$ cat src/rtl/mlp_layer_sequencer_if.sv
// Handshake/bus bundle between the MLP layer sequencer and the 2-neuron datapath:
// host start, neuron strobes, input/weight/output-register BRAM ports.
interface mlp_layer_sequencer_if #(
  parameter int ADDR_W     = 14,
  parameter int REG_ADDR_W = 10,
  parameter int DATA_W     = 16
);
  logic                  pi_start;
  logic                  po_busy;
  logic                  po_done;
  logic                  po_clc_accumulator;
  logic                  po_valid;
  logic                  po_accumulation_done;
  logic                  po_ena_inp, po_enb_inp, po_wea_inp, po_web_inp;
  logic [ADDR_W-1:0]     po_addra_inp, po_addrb_inp;
  logic [DATA_W-1:0]     po_dia_inp, po_dib_inp;
  logic                  po_ena_wei, po_enb_wei;
  logic [ADDR_W-1:0]     po_addra_wei, po_addrb_wei;
  logic                  po_ena_reg, po_enb_reg, po_wea_reg, po_web_reg;
  logic [REG_ADDR_W-1:0] po_addra_reg, po_addrb_reg;
  logic [DATA_W-1:0]     pi_reg_doa;

  modport master (
    input  pi_start, pi_reg_doa,
    output po_busy, po_done, po_clc_accumulator, po_valid, po_accumulation_done,
           po_ena_inp, po_enb_inp, po_wea_inp, po_web_inp, po_addra_inp, po_addrb_inp,
           po_dia_inp, po_dib_inp, po_ena_wei, po_enb_wei, po_addra_wei, po_addrb_wei,
           po_ena_reg, po_enb_reg, po_wea_reg, po_web_reg, po_addra_reg, po_addrb_reg
  );

  modport slave (
    output pi_start, pi_reg_doa,
    input  po_busy, po_done, po_clc_accumulator, po_valid, po_accumulation_done,
           po_ena_inp, po_enb_inp, po_wea_inp, po_web_inp, po_addra_inp, po_addrb_inp,
           po_dia_inp, po_dib_inp, po_ena_wei, po_enb_wei, po_addra_wei, po_addrb_wei,
           po_ena_reg, po_enb_reg, po_wea_reg, po_web_reg, po_addra_reg, po_addrb_reg
  );
endinterface

$ cat src/rtl/mlp_layer_sequencer.sv
// 3-layer MLP forward-pass sequencer for the 2-neuron datapath, with output-register copy-back.
// Optional MLP_SEQ_PERF_CNT_EN adds po_cycle_cnt (busy-cycle counter of the last/current pass).
module mlp_layer_sequencer #(
  parameter int N_IN       = 784,
  parameter int N_H1       = 16,
  parameter int N_H2       = 16,
  parameter int N_OUT      = 10,
  parameter int ADDR_W     = 14,
  parameter int REG_ADDR_W = 10,
  parameter int DATA_W     = 16
) (
  input  logic pi_clk,
  input  logic pi_rst_n,
  mlp_layer_sequencer_if.master bus
`ifdef MLP_SEQ_PERF_CNT_EN
  ,
  output logic [31:0] po_cycle_cnt
`endif
);
  localparam int TOT   = N_IN + N_H1 + N_H2 + N_OUT;
  localparam int N_WEI = N_IN*N_H1 + N_H1*N_H2 + N_H2*N_OUT;

  if (2*TOT > (1 << ADDR_W)) begin : g_inp_range
    $error("input BRAM too small for node buffer plus port-B mirror");
  end
  if (N_WEI > (1 << ADDR_W)) begin : g_wei_range
    $error("weight BRAM too small for all layer weights");
  end

  typedef enum logic [3:0] {
    S_IDLE, S_CLEAR, S_MAC_ADDR, S_MAC_VALID, S_ACC0, S_ACC1, S_REG_WR,
    S_COPY_RD, S_WAIT0, S_WAIT1, S_COPY_WR, S_DONE
  } state_t;

  state_t            state, nxt;
  logic [1:0]        lyr;
  logic [31:0]       j_cnt, k_cnt, m_base, n_base, p_ptr, cnt;
  logic [DATA_W-1:0] cap;
  logic [31:0]       prev, cur, wa;
  logic              last_k, more_j, more_cnt, busy;

  always_comb begin
    case (lyr)
      2'd0:    begin prev = 32'(N_IN); cur = 32'(N_H1);  end
      2'd1:    begin prev = 32'(N_H1); cur = 32'(N_H2);  end
      default: begin prev = 32'(N_H2); cur = 32'(N_OUT); end
    endcase
  end

  assign last_k   = (k_cnt == prev - 32'd1);
  assign more_j   = (j_cnt < (cur >> 1) - 32'd1);
  assign more_cnt = (cnt < n_base + cur - 32'd1);
  // neuron A weight row for pair j; neuron B's row follows it directly
  assign wa       = m_base + ((prev * j_cnt) << 1) + k_cnt;

  always_ff @(posedge pi_clk or negedge pi_rst_n) begin
    if (!pi_rst_n) state <= S_IDLE;
    else           state <= nxt;
  end

  always_comb begin
    nxt                      = state;
    busy                     = (state != S_IDLE) && (state != S_DONE);
    bus.po_done              = 1'b0;
    bus.po_clc_accumulator   = 1'b0;
    bus.po_valid             = 1'b0;
    bus.po_accumulation_done = 1'b0;
    bus.po_ena_inp           = 1'b0;
    bus.po_enb_inp           = 1'b0;
    bus.po_wea_inp           = 1'b0;
    bus.po_web_inp           = 1'b0;
    bus.po_addra_inp         = '0;
    bus.po_addrb_inp         = '0;
    bus.po_dia_inp           = '0;
    bus.po_dib_inp           = '0;
    bus.po_ena_wei           = 1'b0;
    bus.po_enb_wei           = 1'b0;
    bus.po_addra_wei         = '0;
    bus.po_addrb_wei         = '0;
    bus.po_ena_reg           = 1'b0;
    bus.po_enb_reg           = 1'b0;
    bus.po_wea_reg           = 1'b0;
    bus.po_web_reg           = 1'b0;
    bus.po_addra_reg         = '0;
    bus.po_addrb_reg         = '0;
    case (state)
      S_IDLE: if (bus.pi_start) nxt = S_CLEAR;
      S_CLEAR: begin
        bus.po_clc_accumulator = 1'b1;
        nxt = S_MAC_ADDR;
      end
      S_MAC_ADDR: begin
        bus.po_ena_inp   = 1'b1;
        bus.po_enb_inp   = 1'b1;
        bus.po_addra_inp = ADDR_W'(n_base + k_cnt);
        bus.po_addrb_inp = ADDR_W'(n_base + k_cnt);
        bus.po_ena_wei   = 1'b1;
        bus.po_enb_wei   = 1'b1;
        bus.po_addra_wei = ADDR_W'(wa);
        bus.po_addrb_wei = ADDR_W'(wa + prev);
        bus.po_wea_reg   = 1'b1;
        bus.po_web_reg   = 1'b1;
        bus.po_addra_reg = REG_ADDR_W'(p_ptr);
        bus.po_addrb_reg = REG_ADDR_W'(p_ptr + 32'd1);
        nxt = S_MAC_VALID;
      end
      S_MAC_VALID: begin
        bus.po_valid = 1'b1;
        nxt = last_k ? S_ACC0 : S_MAC_ADDR;
      end
      S_ACC0: begin
        bus.po_accumulation_done = 1'b1;
        nxt = S_ACC1;
      end
      S_ACC1: begin
        bus.po_accumulation_done = 1'b1;
        nxt = S_REG_WR;
      end
      S_REG_WR: begin
        bus.po_ena_reg   = 1'b1;
        bus.po_enb_reg   = 1'b1;
        bus.po_wea_reg   = 1'b1;
        bus.po_web_reg   = 1'b1;
        bus.po_addra_reg = REG_ADDR_W'(p_ptr);
        bus.po_addrb_reg = REG_ADDR_W'(p_ptr + 32'd1);
        nxt = more_j ? S_CLEAR : S_COPY_RD;
      end
      S_COPY_RD, S_WAIT0, S_WAIT1: begin
        // read held across both wait cycles to cover the 2-cycle BRAM latency
        bus.po_ena_reg   = 1'b1;
        bus.po_addra_reg = REG_ADDR_W'(cnt);
        nxt = (state == S_COPY_RD) ? S_WAIT0 : (state == S_WAIT0) ? S_WAIT1 : S_COPY_WR;
      end
      S_COPY_WR: begin
        bus.po_ena_inp   = 1'b1;
        bus.po_enb_inp   = 1'b1;
        bus.po_wea_inp   = 1'b1;
        bus.po_web_inp   = 1'b1;
        bus.po_addra_inp = ADDR_W'(cnt);
        bus.po_addrb_inp = ADDR_W'(cnt + 32'(TOT));
        bus.po_dia_inp   = cap;
        bus.po_dib_inp   = cap;
        if (more_cnt)          nxt = S_COPY_RD;
        else if (lyr != 2'd2)  nxt = S_CLEAR;
        else                   nxt = S_DONE;
      end
      S_DONE: begin
        bus.po_done = 1'b1;
        nxt = S_IDLE;
      end
      default: nxt = S_IDLE;
    endcase
  end

  assign bus.po_busy = busy;

  always_ff @(posedge pi_clk or negedge pi_rst_n) begin
    if (!pi_rst_n) begin
      lyr    <= '0;
      j_cnt  <= '0;
      k_cnt  <= '0;
      m_base <= '0;
      n_base <= '0;
      p_ptr  <= '0;
      cnt    <= '0;
      cap    <= '0;
    end else begin
      case (state)
        S_IDLE: if (bus.pi_start) begin
          lyr    <= '0;
          j_cnt  <= '0;
          m_base <= '0;
          n_base <= '0;
          p_ptr  <= 32'(N_IN);
        end
        S_CLEAR:     k_cnt <= '0;
        S_MAC_VALID: if (!last_k) k_cnt <= k_cnt + 32'd1;
        S_REG_WR: begin
          p_ptr <= p_ptr + 32'd2;
          if (more_j) j_cnt <= j_cnt + 32'd1;
          else begin
            m_base <= m_base + prev * cur;
            n_base <= n_base + prev;
            cnt    <= n_base + prev;
          end
        end
        S_WAIT1: cap <= bus.pi_reg_doa;
        S_COPY_WR: begin
          if (more_cnt) cnt <= cnt + 32'd1;
          else if (lyr != 2'd2) begin
            lyr   <= lyr + 2'd1;
            j_cnt <= '0;
          end
        end
        default: ;
      endcase
    end
  end

`ifdef MLP_SEQ_PERF_CNT_EN
  always_ff @(posedge pi_clk or negedge pi_rst_n) begin
    if (!pi_rst_n)                          po_cycle_cnt <= '0;
    else if (state == S_IDLE && bus.pi_start) po_cycle_cnt <= '0;
    else if (busy)                          po_cycle_cnt <= po_cycle_cnt + 32'd1;
  end
`endif
endmodule

$ cat src/flat_wrapper.sv
// flat-port wrapper written by rule: the top's interface ports become plain ports
module mlp_layer_sequencer_flat 
#(
  parameter int N_IN       = 784,
  parameter int N_H1       = 16,
  parameter int N_H2       = 16,
  parameter int N_OUT      = 10,
  parameter int ADDR_W     = 14,
  parameter int REG_ADDR_W = 10,
  parameter int DATA_W     = 16
)
  (pi_clk, pi_rst_n, bus_pi_start, bus_pi_reg_doa, bus_po_busy, bus_po_done, bus_po_clc_accumulator, bus_po_valid, bus_po_accumulation_done, bus_po_ena_inp, bus_po_enb_inp, bus_po_wea_inp, bus_po_web_inp, bus_po_addra_inp, bus_po_addrb_inp, bus_po_dia_inp, bus_po_dib_inp, bus_po_ena_wei, bus_po_enb_wei, bus_po_addra_wei, bus_po_addrb_wei, bus_po_ena_reg, bus_po_enb_reg, bus_po_wea_reg, bus_po_web_reg, bus_po_addra_reg, bus_po_addrb_reg);
  mlp_layer_sequencer_if #(.ADDR_W(ADDR_W), .REG_ADDR_W(REG_ADDR_W), .DATA_W(DATA_W)) bus_i ();
  input  logic pi_clk;
  input  logic pi_rst_n;
  input wire logic [$bits(bus_i.pi_start)-1:0] bus_pi_start;
  input wire logic [$bits(bus_i.pi_reg_doa)-1:0] bus_pi_reg_doa;
  output wire logic [$bits(bus_i.po_busy)-1:0] bus_po_busy;
  output wire logic [$bits(bus_i.po_done)-1:0] bus_po_done;
  output wire logic [$bits(bus_i.po_clc_accumulator)-1:0] bus_po_clc_accumulator;
  output wire logic [$bits(bus_i.po_valid)-1:0] bus_po_valid;
  output wire logic [$bits(bus_i.po_accumulation_done)-1:0] bus_po_accumulation_done;
  output wire logic [$bits(bus_i.po_ena_inp)-1:0] bus_po_ena_inp;
  output wire logic [$bits(bus_i.po_enb_inp)-1:0] bus_po_enb_inp;
  output wire logic [$bits(bus_i.po_wea_inp)-1:0] bus_po_wea_inp;
  output wire logic [$bits(bus_i.po_web_inp)-1:0] bus_po_web_inp;
  output wire logic [$bits(bus_i.po_addra_inp)-1:0] bus_po_addra_inp;
  output wire logic [$bits(bus_i.po_addrb_inp)-1:0] bus_po_addrb_inp;
  output wire logic [$bits(bus_i.po_dia_inp)-1:0] bus_po_dia_inp;
  output wire logic [$bits(bus_i.po_dib_inp)-1:0] bus_po_dib_inp;
  output wire logic [$bits(bus_i.po_ena_wei)-1:0] bus_po_ena_wei;
  output wire logic [$bits(bus_i.po_enb_wei)-1:0] bus_po_enb_wei;
  output wire logic [$bits(bus_i.po_addra_wei)-1:0] bus_po_addra_wei;
  output wire logic [$bits(bus_i.po_addrb_wei)-1:0] bus_po_addrb_wei;
  output wire logic [$bits(bus_i.po_ena_reg)-1:0] bus_po_ena_reg;
  output wire logic [$bits(bus_i.po_enb_reg)-1:0] bus_po_enb_reg;
  output wire logic [$bits(bus_i.po_wea_reg)-1:0] bus_po_wea_reg;
  output wire logic [$bits(bus_i.po_web_reg)-1:0] bus_po_web_reg;
  output wire logic [$bits(bus_i.po_addra_reg)-1:0] bus_po_addra_reg;
  output wire logic [$bits(bus_i.po_addrb_reg)-1:0] bus_po_addrb_reg;
  assign bus_i.pi_start = bus_pi_start;
  assign bus_i.pi_reg_doa = bus_pi_reg_doa;
  assign bus_po_busy = bus_i.po_busy;
  assign bus_po_done = bus_i.po_done;
  assign bus_po_clc_accumulator = bus_i.po_clc_accumulator;
  assign bus_po_valid = bus_i.po_valid;
  assign bus_po_accumulation_done = bus_i.po_accumulation_done;
  assign bus_po_ena_inp = bus_i.po_ena_inp;
  assign bus_po_enb_inp = bus_i.po_enb_inp;
  assign bus_po_wea_inp = bus_i.po_wea_inp;
  assign bus_po_web_inp = bus_i.po_web_inp;
  assign bus_po_addra_inp = bus_i.po_addra_inp;
  assign bus_po_addrb_inp = bus_i.po_addrb_inp;
  assign bus_po_dia_inp = bus_i.po_dia_inp;
  assign bus_po_dib_inp = bus_i.po_dib_inp;
  assign bus_po_ena_wei = bus_i.po_ena_wei;
  assign bus_po_enb_wei = bus_i.po_enb_wei;
  assign bus_po_addra_wei = bus_i.po_addra_wei;
  assign bus_po_addrb_wei = bus_i.po_addrb_wei;
  assign bus_po_ena_reg = bus_i.po_ena_reg;
  assign bus_po_enb_reg = bus_i.po_enb_reg;
  assign bus_po_wea_reg = bus_i.po_wea_reg;
  assign bus_po_web_reg = bus_i.po_web_reg;
  assign bus_po_addra_reg = bus_i.po_addra_reg;
  assign bus_po_addrb_reg = bus_i.po_addrb_reg;
  mlp_layer_sequencer #(.N_IN(N_IN), .N_H1(N_H1), .N_H2(N_H2), .N_OUT(N_OUT), .ADDR_W(ADDR_W), .REG_ADDR_W(REG_ADDR_W), .DATA_W(DATA_W)) u_core (.pi_clk(pi_clk), .pi_rst_n(pi_rst_n), .bus(bus_i));
endmodule
$ cat config.mk
export PLATFORM = sky130hd
export DESIGN_NAME = mlp_layer_sequencer_flat
export DESIGN_NICKNAME = d
export VERILOG_FILES = /design/src/rtl/mlp_layer_sequencer_if.sv /design/src/rtl/mlp_layer_sequencer.sv /design/src/flat_wrapper.sv
export SDC_FILE = /design/constraint.sdc
export NUM_CORES = 1
export LEC_CHECK = 0
export ABC_AREA = 1
export BUFFER_PORTS_ARGS = -buffer_cell sky130_fd_sc_hd__buf_2
export CAP_MARGIN = 25
export CORE_UTILIZATION = 63
export CTS_BUF_LIST = sky130_fd_sc_hd__clkbuf_2 sky130_fd_sc_hd__clkbuf_4 sky130_fd_sc_hd__clkbuf_8
export CTS_CLUSTER_SIZE = 28
export DETAILED_ROUTE_END_ITERATION = 10
export PLACE_DENSITY = 0.84
export REMOVE_ABC_BUFFERS = 1
export SETUP_SLACK_MARGIN = 0.05
export SYNTH_ARGS = -nofsm -noshare
export SYNTH_HDL_FRONTEND = slang
export SYNTH_SLANG_ARGS = --single-unit
$ cat constraint.sdc
create_clock -name pi_clk -period 6.25 [get_ports pi_clk]
set_input_delay 1.25 -clock pi_clk [delete_from_list [all_inputs] [get_ports pi_clk]]
set_output_delay 1.25 -clock pi_clk [all_outputs]
set_load 0.03 [all_outputs]
-- After elaboration in Yosys (flattened, before gate mapping)
Cells that the tools add are included.
- register bits after elaboration: 214
- bits in latches: 0
- RAM bits: 0
- memory bits (read-only): 0
- output and inout port bits: 123
- logic and storage cells: 119
- memories: 0
- add/subtract/negate cells: 17
- multiply operators: 2
- div/mod/pow operators: 0
- $lt $le $gt $ge: 2
- equality and inequality tests: 22
- shift-type cells: 0
- muxes and demuxes: 46
- bitwise logic cells: 0
- reduce and logical (&&, ||, !) cells: 21
- operators with widths (operator ; number):
    one-hot mux 32 bit (2 select lines) ; 5
    two-way mux 32 bit ; 9
    adder 32 x 1 -> 32 bit (second input constant) ; 3
    one-hot mux 32 bit (3 select lines) ; 1
    less-than comparator 32 bit ; 2
    adder 14 bit ; 4
    one-hot mux 14 bit (2 select lines) ; 2
    one-hot mux 4 bit (9 select lines) ; 1
    adder 32 x 10 -> 32 bit ; 1
    adder 32 x 2 -> 32 bit (second input constant) ; 1
    adder 32 bit ; 1
    adder 32 x 5 -> 32 bit ; 1
    == test 32 bit ; 1
    multiplier 32 x 32 -> 13 bit ; 1
    multiplier 32 x 32 -> 32 bit ; 1
    subtractor 32 x 1 -> 32 bit (second input constant) ; 1
    two-way mux 14 bit ; 2
    two-way mux 10 bit ; 2
    one-hot mux 10 bit (2 select lines) ; 1
    == test 4 x 3 -> 1 bit (second input constant) ; 4
    == test 4 bit (second input constant) ; 4
    two-way mux 16 bit ; 1
    two-way mux 4 bit ; 4
    adder 14 x 10 -> 14 bit (second input constant) ; 1
    28 further kinds ; 56

-- Logic depth before layout (Yosys ltp)
Gate-level depths: netlist of the first run.
- word-level depth: 8
- depth in mapped cells: 29
- gate-level depth less buffers: 27

-- Least setup slack after synthesis of the first run
OpenSTA, ideal clock, no wires.
- path kind: reg-to-output
- start point: register u_core.lyr[0]
- end point: output port bus_po_addrb_wei[13]
- data arrival time: 4.529 ns
- data required time: 5.000 ns
- path slack: 0.471 ns
- stages on the path, launching flop included: 25
- cells stage by stage: dfrtp_1 -> inv_1 -> ha_1 -> buf_2 -> nand2_1 -> inv_1 -> ha_1 -> inv_1 -> fa_1 -> inv_1 -> ha_1 -> ha_1 -> ha_1 -> inv_1 -> fa_1 -> inv_1 -> ha_1 -> a21oi_1 -> o21a_1 -> nand3_1 -> nand3_1 -> nand2_1 -> nand2_1 -> nand2_1 -> nor2_1
- longest elaborated chain between the ends: 7
- RTL lines (what ; line ; text):
    start, declared ; mlp_layer_sequencer.sv:36 ; logic [1:0] lyr;
    start signal, assigned ; mlp_layer_sequencer.sv:191 ; lyr <= lyr + 2'd1;
    zero test 2 bit * ; mlp_layer_sequencer.sv:43 ; case (lyr)
    two-way mux 10 bit * ; mlp_layer_sequencer.sv:43 ;
    multiplier 32 x 32 -> 13 bit ; mlp_layer_sequencer.sv:54 ; assign wa = m_base + ((prev * j_cnt) << 1) + k_cnt;
    adder 14 bit (2 in series) ; mlp_layer_sequencer.sv:54 ;
    adder 14 bit * ; mlp_layer_sequencer.sv:100 ; bus.po_addrb_wei = ADDR_W'(wa + prev);
    two-way mux 14 bit * ; mlp_layer_sequencer.sv:86 ; case (state)
    end, declared ; flat_wrapper.sv:34 ; output wire logic [$bits(bus_i.po_addrb_wei)-1:0] bus_po_addrb_wei;
Every way passes the cells marked *; elsewhere a longest branch is shown, timed or not.

-- Final worst setup path of the first run
Same ends and word-level chain as after synthesis.

==> qor.csv, run 1 <==
metric;value;unit
post-synthesis sequential area ratio;0.281;
count of final setup violators;0;
ys flop type;dfrtp_1;
Crit path max-delay family;adder cells;
htree depth;4;
WL final;46.0;mm
crit path kind;reg2out;
Final Cycle Share;0.966;
CP Launch Type;flip-flop;
CTS Root Cell;clkbuf_8;
Static Leak;8.72;nW
status;complete, no violations;
Final Hold Fails;0;
number of synthesized flops with an enable pin;0;
dominant cells by area after synthesis;dfrtp_1 (28%), nand2_1 (14%), ha_1 (12%), inv_1 (6.7%), nor2_1 (5.4%);
most instantiated cells after synthesis;nand2_1 (550), inv_1 (259), nor2_1 (208), dfrtp_1 (164), o21ai_0 (145);
CP arrival;4.79;ns
Reg clk slew, reported paths;0.10;ns
first-pass GRT wire length;72.0;mm
hold slack;0.474;ns
largest net degree at the start of global routing;69;
Pwr per Cell Area;223;nW/µm²
DRC Markers;0;
cts bufs inserted;17;
Slew Viols, Final;0;
via/cell ratio;5.94;
Max Cap Viol;0;
fmax;0.166;GHz
CP required;5.00;ns
# IOs;142;
RSZ-0062 raised after global routing;false;
fraction of registers with async set/reset;1.00;
Initial Util;0.643;
max_slew headroom;0.385;
vias in the first global route;13800;
post-synth top area cell;dfrtp_1;
DRT Pass-1 Iters;6;
most frequent CP cell;inv_1;
share of cells above drive strength 1;0.110;
Core ar.;22700;µm²
antenna viol nets, final;0;
wire per inst;18.2;µm
crit-path max FO;6;
die outline width;154;µm
Synth top area share;0.281;
GRT Overall Usage;0.388;
Layout Skew;0.0230;ns
Worst-Skew Late Latency;0.48;ns
Buf/Inv on CP;8;
Area Growth Syn to Fin;8.55;%
CTS sink cnt;164;
CTS tree;done;
Port Buffers;141;
actual slew at the worst max-slew pin;0.922;ns
Netlist cell types;48;
Fillers;2000;
maximum single-stage delay on the critical path;0.50;ns
final layout net count;2410;
most common cell in the synthesized netlist;nand2_1;
slowest CP cell;fa_1;
#FFs+latches synth;164;
total negative slack;0;ns
die area;23800;µm²
Cells after Synth;2130;
gpl congestion;0.983;
Die Y;154;µm
hpwl dp;36.4;mm
number of diodes;0;
overall via count from detail_route;15100;
row cnt;55;
post-route minimum period;6.04;ns
Yosys warning count;0;
initial DRC count;1521;
nature of the critical path endpoint;output port;
synthesized area per cell;6.85;µm²
gr ovfl total;0;
Max clock buf depth;2;
maximum vdd drop;0.000148;V
Hold WC Path Type;reg2reg;
Post-Syn Area;14600;µm²
initial antenna violation count;0;
==> routing by layer <==
metal  wire length (µm)  up-vias  GRT usage  share of wire
met1              19900     7020      0.546           0.43
met3               4680      108     0.0692           0.10
met4               1480        0      0.139          0.032
met5                  0        -          0              0
met2              19900      825      0.600           0.43
li1                   -     7108          -              -
==> path summary, 6_finish.rpt <==
check	depth (start not counted)	slack (ns)	from	endpoint
min in group asynchronous	1	0.63	pi_rst_n	u_core.k_cnt[26]
worst max register to register	27	1.27	u_core.lyr[0]	u_core.cnt[18]
worst min register to register	2	0.47	u_core.j_cnt[19]	u_core.j_cnt[19]
max in group asynchronous	2	4.37	pi_rst_n	u_core.n_base[31]
worst max-delay path	26	0.21	u_core.lyr[0]	bus_po_addrb_wei[13]
worst min-delay path	2	0.47	u_core.j_cnt[19]	u_core.j_cnt[19]
==> kinds of logic after synthesis <==
| logic type | count (synthesis) | synth area share |
|---|---|---|
| simple gates | 1019 | 0.295 |
| buf+inv | 374 | 0.108 |
| compound gates | 314 | 0.117 |
| flops | 164 | 0.281 |
| fa+ha+maj | 154 | 0.137 |
| xor+xnor | 103 | 0.0618 |
| other cells | 2 | 0.000515 |
==> worst min-delay path: cells and delay by family (launching register included) <==
family,cells,cell delay (ns)
and+or+nand+nor,1,0.06
DFF,1,0.35
buffers and inverters,1,0.04
==> placed cells by master (no fill, tap or decap), types with 5 or more instances in the layout <==
cell / n
nor3_1: 52
ha_1: 142
a31oi_1: 5
nor2_1: 206
fa_1: 10
o21bai_1: 5
inv_2: 40
o22ai_1: 45
nand2_1: 549
nand3b_1: 8
a21oi_1: 75
conb_1: 5
inv_1: 258
nor4_1: 11
o21ai_0: 145
nand4_1: 50
xnor2_1: 33
buf_4: 14
dfrtp_1: 164
nand3_1: 124
xor2_1: 70
o21ai_1: 19
buf_2: 139
clkbuf_8: 18
==> sequential cells by signal, indices dropped and copies added (netlist names) <==
register / count
u_core.p_ptr: 9
u_core.n_base: 28
u_core.lyr: 2
u_core.m_base: 9
u_core.state: 4
u_core.cap: 16
u_core.cnt: 32
u_core.j_cnt: 32
u_core.k_cnt: 32
==> timing repair <==
item | in CTS | in global routing
buffers inserted | 1 | 3
pin swaps | 0 | 1
setup endpoints to repair | 1 | 2
endpoints found under the hold margin | 0 | 0
gates resized for setup | 1 | 6
hold buffers | 0 | 0
==> through the flow <==
step / instance area (µm²) / std cells / util / power (mW) / setup WS (ns)
2_1_floorplan: 14200 / 2061 / - / 2.20 / 0.476
3_3_place_gp: 15300 / 2496 / 0.674 / 2.63 / 0.666
4_1_cts: 15800 / 2529 / 0.694 / 3.50 / 0.0658
3_5_place_dp: 15300 / 2497 / 0.675 / 2.66 / 0.526
6_report: 15800 / 2534 / 0.697 / 3.53 / 0.212
5_1_grt: 15800 / 2534 / 0.697 / 3.75 / 0.0297
==> layout make-up <==
cell class	count	area, µm²	area share
Clock buffer	18	248	0.0156
Clock inverter	13	173	0.0109
Inverter	302	1140	0.0717
Multi-Input combinational cell	1595	8960	0.566
Sequential cell	164	4100	0.259
Tap cell	285	357	0.0225
Timing Repair Buffer	157	857	0.0541
==> power by group <==
group          internal, mW  switching (mW)  leakage (nW)
registers              1.08          0.0302          2.15
logic                 0.456            1.11          6.37
clock network         0.411           0.439         0.204
total                  1.95            1.58          8.72
No activity file was read; power rests on OpenSTA's default activity.
==> inputs of run 2 (changes only) <==
Settings changed: BUFFER_PORTS_ARGS -buffer_cell sky130_fd_sc_hd__buf_2 to not set, CORE_UTILIZATION 63 to 65, DONT_BUFFER_PORTS set to 1, GPL_TIMING_DRIVEN set to 0, PLACE_DENSITY 0.84 to 0.81.
==> qor.csv, run 2 (synthesis gave the netlist of run 1 again) <==
metric;value;unit;change
antenna viol nets, final;0;;unchanged
maximum single-stage delay on the critical path;0.50;ns;about the same
area post-placement;14700;µm²;-4.1%
max_slew headroom;0.265;;-0.121
crit path kind;reg2out;;
Final Hold Fails;0;;unchanged
CTS tree;done;;
Slew Viols, Final;0;;unchanged
CP required;5.00;ns;about the same
overall via count from detail_route;14400;;-4.6%
nature of the critical path endpoint;output port;;
Initial Util;0.667;;+0.0240
Die Y;152;µm;-1.5%
slowest CP cell;fa_1;;
die area;23100;µm²;-3.0%
Worst-Skew Late Latency;0.49;ns;about the same
post-route minimum period;6.03;ns;-0.00496 ns
hpwl dp;33.4;mm;-8.2%
biggest regs;u_core.cnt x32, u_core.j_cnt x32, u_core.k_cnt x32;;
die outline width;152;µm;-1.5%
Final Cycle Share;0.965;;about the same
htree depth;4;;unchanged
gpl congestion;0.995;;+1.2%
share of cells above drive strength 1;0.0550;;-0.0553
Static Leak;8.03;nW;-8.0%
DRC Markers;0;;unchanged
CP arrival;4.78;ns;about the same
Pwr per Cell Area;225;nW/µm²;+0.92%
DRT Pass-1 Iters;7;;+1
final core occ;0.696;;-0.00131
first-pass GRT wire length;68.9;mm;-4.2%
Area Growth Syn to Fin;4.44;%;
hold slack;0.438;ns;-0.0358 ns
Port Buffers;0;;-100%
Max clock buf depth;2;;unchanged
maximum vdd drop;0.000134;V;-9.4%
final layout net count;2270;;-5.8%
final instance area;15200;µm²;-3.8%
largest net degree at the start of global routing;165;;+140%
Core ar.;21900;µm²;-3.6%
via/cell ratio;6.01;;+1.1%
number of diodes;0;;unchanged
initial DRC count;1472;;-3.2%
cts bufs inserted;17;;unchanged
pre-CTS setup slack;-0.0807;ns;-0.607 ns
commonest non-fill, non-tap cell in the layout;nand2_1;;
status;complete, no violations;;
crit-path max FO;7;;+1
most frequent CP cell;inv_1;;
CP Launch Type;flip-flop;;
# IOs;142;;unchanged
commonest cells after routing, fill and taps aside;nand2_1 (548), inv_1 (257), nor2_1 (203);;
count of final setup violators;0;;unchanged
fmax;0.166;GHz;about the same
Max Cap Viol;0;;unchanged
RSZ-0062 raised after global routing;false;;
actual slew at the worst max-slew pin;1.10;ns;+0.177 ns
Reg clk slew, reported paths;0.11;ns;about the same
Hold WC Path Type;in2async;;
CTS sink cnt;164;;unchanged
initial antenna violation count;1;;+1
WL final;42.9;mm;-6.6%
wire per inst;18.0;µm;-1.0%
gr ovfl total;0;;unchanged
worst setup margin;0.217;ns;+0.00496 ns
row cnt;54;;-1.8%
vias in the first global route;13100;;-5.1%
GRT Overall Usage;0.374;;-0.0140
CTS Root Cell;clkbuf_8;;
Layout Skew;0.0186;ns;-0.00434 ns
[run 2: path summary, 6_finish.rpt]
| path | slack, ns | cells past startpoint | end | startpoint |
|---|---|---|---|---|
| setup reg to reg | 0.68 | 26 | u_core.cnt[11] | u_core.lyr[0] |
| setup / recovery | 0.22 | 25 | bus_po_addrb_wei[13] | u_core.lyr[0] |
| max in group asynchronous | 5.38 | 0 | u_core.n_base[30] | pi_rst_n |
| hold reg to reg | 0.48 | 2 | u_core.j_cnt[29] | u_core.j_cnt[29] |
| hold / removal | 0.44 | 0 | u_core.lyr[0] | pi_rst_n |
| min in group pi_clk | 0.48 | 2 | u_core.j_cnt[29] | u_core.j_cnt[29] |
[run 2: cell type report]
cell class	count	area (µm²)
Clock buffer	18	248
Sequential cell	164	4100
Tap cell	280	350
Fill cell	1946	6650
Inverter	302	1140
Clock inverter	14	185
Multi-Input combinational cell	1595	9000
Timing Repair Buffer	17	219
[run 2: through the flow]
step,setup TNS (ns),power (mW),cells
detailed placement,-0.0807,2.56,2352
floorplan,0,2.20,2061
CTS,0,3.41,2389
global route,0,3.63,2390
global placement,-6.27,2.49,2341
finish,0,3.43,2390
[run 2: routing by layer]
layer  routed length (µm)  global-route usage
met1                19300               0.559
met2                18500               0.560
met3                 4310              0.0596
met4                  898               0.104
met5                    0                   0
[run 2: report_power, final]
part,switching (mW),leakage (nW),internal [mW]
combinational,1.07,5.67,0.396
clock,0.501,0.212,0.352
sequential,0.0284,2.15,1.08
[run 2: critical path: cells and delay by family (launching register included)]
| kind | cells | cell delay, ns |
|---|---|---|
| AND/OR/NAND/NOR | 10 | 0.96 |
| buffers and inverters | 7 | 0.42 |
| adder cells (fa/ha/maj) | 8 | 2.53 |
| flip-flops | 1 | 0.39 |
[run 2: what timing repair did]
action / 4_1_cts / 5_1_grt
resized for setup: 5 / 8
setup buffers: 5 / 1
cloned: 0 / 0
pin swaps: 1 / 6
hold buffers: 0 / 0
endpoints found under the setup margin: 5 / 2
==> inputs of run 3 (changes only) <==
Settings changed: GPL_ROUTABILITY_DRIVEN set to 0, RECOVER_POWER set to 100.
==> qor.csv, run 3 (synthesis gave the netlist of run 1 again) <==
metric;value;unit;change
initial antenna violation count;0;;-1
commonest cells after routing, fill and taps aside;nand2_1 (549), inv_1 (262), nor2_1 (210);;
# IOs;142;;unchanged
cts bufs inserted;17;;unchanged
wire per inst;17.5;µm;-2.4%
Final Hold Fails;0;;unchanged
status;complete, but fails checks;;
RSZ-0062 raised after global routing;false;;
final layout net count;2274;;+0.18%
gr ovfl total;0;;unchanged
switching pwr;1.59;mW;-0.72%
post-route insts no fill;2394;;+0.17%
cts hold-fix bufs;0;;unchanged
CTS tree;done;;
Layout Skew;0.0205;ns;+0.00185 ns
fmax;0.165;GHz;-0.44%
CTS Root Cell;clkbuf_8;;
pre-CTS setup slack;-0.176;ns;-0.0954 ns
r2r setup slk;0.35;ns;-0.33 ns
number of diodes;0;;unchanged
DRT Pass-1 Iters;8;;+1
Combinational Power Share;0.425;;-0.002
nature of the critical path endpoint;output port;;
Area Growth Syn to Fin;3.64;%;
Port Buffers;0;;unchanged
met3 Use GR;0.0710;;+0.0114
Pwr per Cell Area;222;nW/µm²;-1.4%
sequential power share;0.331;;+0.007
Reg clk slew, reported paths;0.12;ns;about the same
initial DRC count;1744;;+18%
CTS sink cnt;164;;unchanged
hpwl dp;32.4;mm;-3.2%
maximum vdd drop;0.000151;V;+13%
sw frac;0.473;;+0.00672
CP arrival;4.81;ns;+0.03 ns
crit path kind;reg2out;;
first-pass GRT wire length;67.7;mm;-1.8%
GRT Overall Usage;0.365;;-0.00939
Hold WC Path Type;in2async;;
worst setup margin;0.190;ns;-0.0269 ns
overall via count from detail_route;14400;;+0.47%
placed insts;2352;;unchanged
WL final;42.0;mm;-2.3%
RR Startpoint;u_core.lyr[1];;
max_slew headroom;-0.311;;-0.576
Final Cycle Share;0.970;;+0.00430
largest net degree at the start of global routing;165;;unchanged
Crit Reg-Reg Endpoint;u_core.j_cnt[1];;
hold slack;0.429;ns;-0.00922 ns
Most Used Layer, Global Route;met2;;
Int Power;1.77;mW;-3.4%
share of cells above drive strength 1;0.0331;;-0.0219
via/cell ratio;6.03;;+0.30%
row cnt;54;;unchanged
Max Cap Viol;3;;+3
die outline width;152;µm;unchanged
Fillers;1891;;-2.8%
Initial Util;0.667;;unchanged
reg2reg path depth;23;;-12%
CP required;5.00;ns;about the same
met1 usage;0.518;;-0.0403
Max clock buf depth;2;;unchanged
Die Y;152;µm;unchanged
Worst-Skew Late Latency;0.50;ns;about the same
CP Launch Type;flip-flop;;
clock share of power;0.244;;-0.005
post-route minimum period;6.06;ns;+0.0269 ns
Static Leak;7.86;nW;-2.1%
count of final setup violators;0;;unchanged
final core occ;0.691;;-0.00531
Core ar.;21900;µm²;unchanged
crit-path max FO;6;;-1
die area;23100;µm²;unchanged
vias in the first global route;13500;;+2.7%
biggest regs;u_core.cnt x32, u_core.j_cnt x32, u_core.k_cnt x32;;
Slew Viols, Final;30;;+30
antenna viol nets, final;0;;unchanged
commonest non-fill, non-tap cell in the layout;nand2_1;;
failing checks;max-capacitance violations, max-slew violations;;
actual slew at the worst max-slew pin;1.96;ns;+0.860 ns
DRC Markers;0;;unchanged
htree depth;4;;unchanged
grt met2 use;0.566;;+0.00584
==> run 3: changes by cell type in the layout (fill, tap and decap cells not counted), sizes merged <==
| cell | previous run | this run |
|---|---|---|
| clkbuf | 18 | 25 |
| buf | 17 | 13 |
| bufinv | 1 | 0 |
| clkinv | 10 | 36 |
| inv | 304 | 280 |
==> run 3: timing repair <==
item	4_1_cts	5_1_grt
setup buffers	5	4
resized for setup	7	10
pin swaps	1	5
setup endpoints to repair	5	3
==> run 3: how the worst max path moves through the flow <==
stage / from / to / slack [ns]
finish: u_core.lyr[1] / bus_po_addrb_wei[13] / 0.19
global route: u_core.lyr[1] / bus_po_addrb_wei[13] / 0.01
CTS: u_core.lyr[1] / bus_po_addrb_wei[13] / 0.08
detailed placement: u_core.lyr[0] / bus_po_addrb_wei[13] / -0.18
global placement: u_core.state[3] / bus_po_addrb_inp[0] / -0.24
floorplan: u_core.lyr[0] / bus_po_addrb_wei[13] / 0.48
==> run 3: final cells by class <==
type,instances,area (µm²),area share
clock inverter,15,176,0.0117
timing repair buffer,21,165,0.0109
tap,280,350,0.0232
sequential,164,4100,0.271
inverter,302,1140,0.0751
multi-input combinational,1595,8960,0.592
clock buffer,17,234,0.0155
==> run 3: power groups by stage <==
stage	clock network [mW]	logic (mW)	registers, mW
6_report	0.819	1.43	1.11
5_1_grt	0.871	1.56	1.11
4_1_cts	0.830	1.44	1.11
3_5_place_dp	0	1.44	1.13
3_3_place_gp	0	1.35	1.13
2_1_floorplan	0	1.08	1.12
==> run 3: per-stage QoR <==
step                      power (mW)  setup TNS (ns)  cell area (µm²)
after floorplan                 2.20               0            14200
after global placement          2.48           -3.00            14500
after detailed placement        2.57          -0.229            14700
after CTS                       3.38               0            15200
after global routing            3.55               0            15100
final                           3.36               0            15100
==> run 3: worst max-delay path, stage by stage (launching register included) <==
cell and delay [ns]:
dfrtp_1 0.39, inv_2 0.07, ha_4 0.19, nand2_1 0.08
inv_2 0.06, ha_4 0.26, inv_1 0.04, fa_1 0.50
inv_1 0.06, ha_4 0.24, ha_1 0.29, ha_1 0.29
inv_1 0.05, fa_1 0.48, inv_1 0.08, ha_4 0.28
nand2_1 0.09, nor2_2 0.16, nand2_1 0.08, nand3_2 0.09
inv_1 0.05, nand2_1 0.07, nand2_2 0.08, nand2_1 0.08
nand2_1 0.08, nor2_4 0.20
==> run 3: metal layers <==
layer	part of all wire	up-vias
li1	-	6828
met1	0.43	6659
met2	0.43	830
met3	0.12	113
met4	0.027	0
met5	0	-
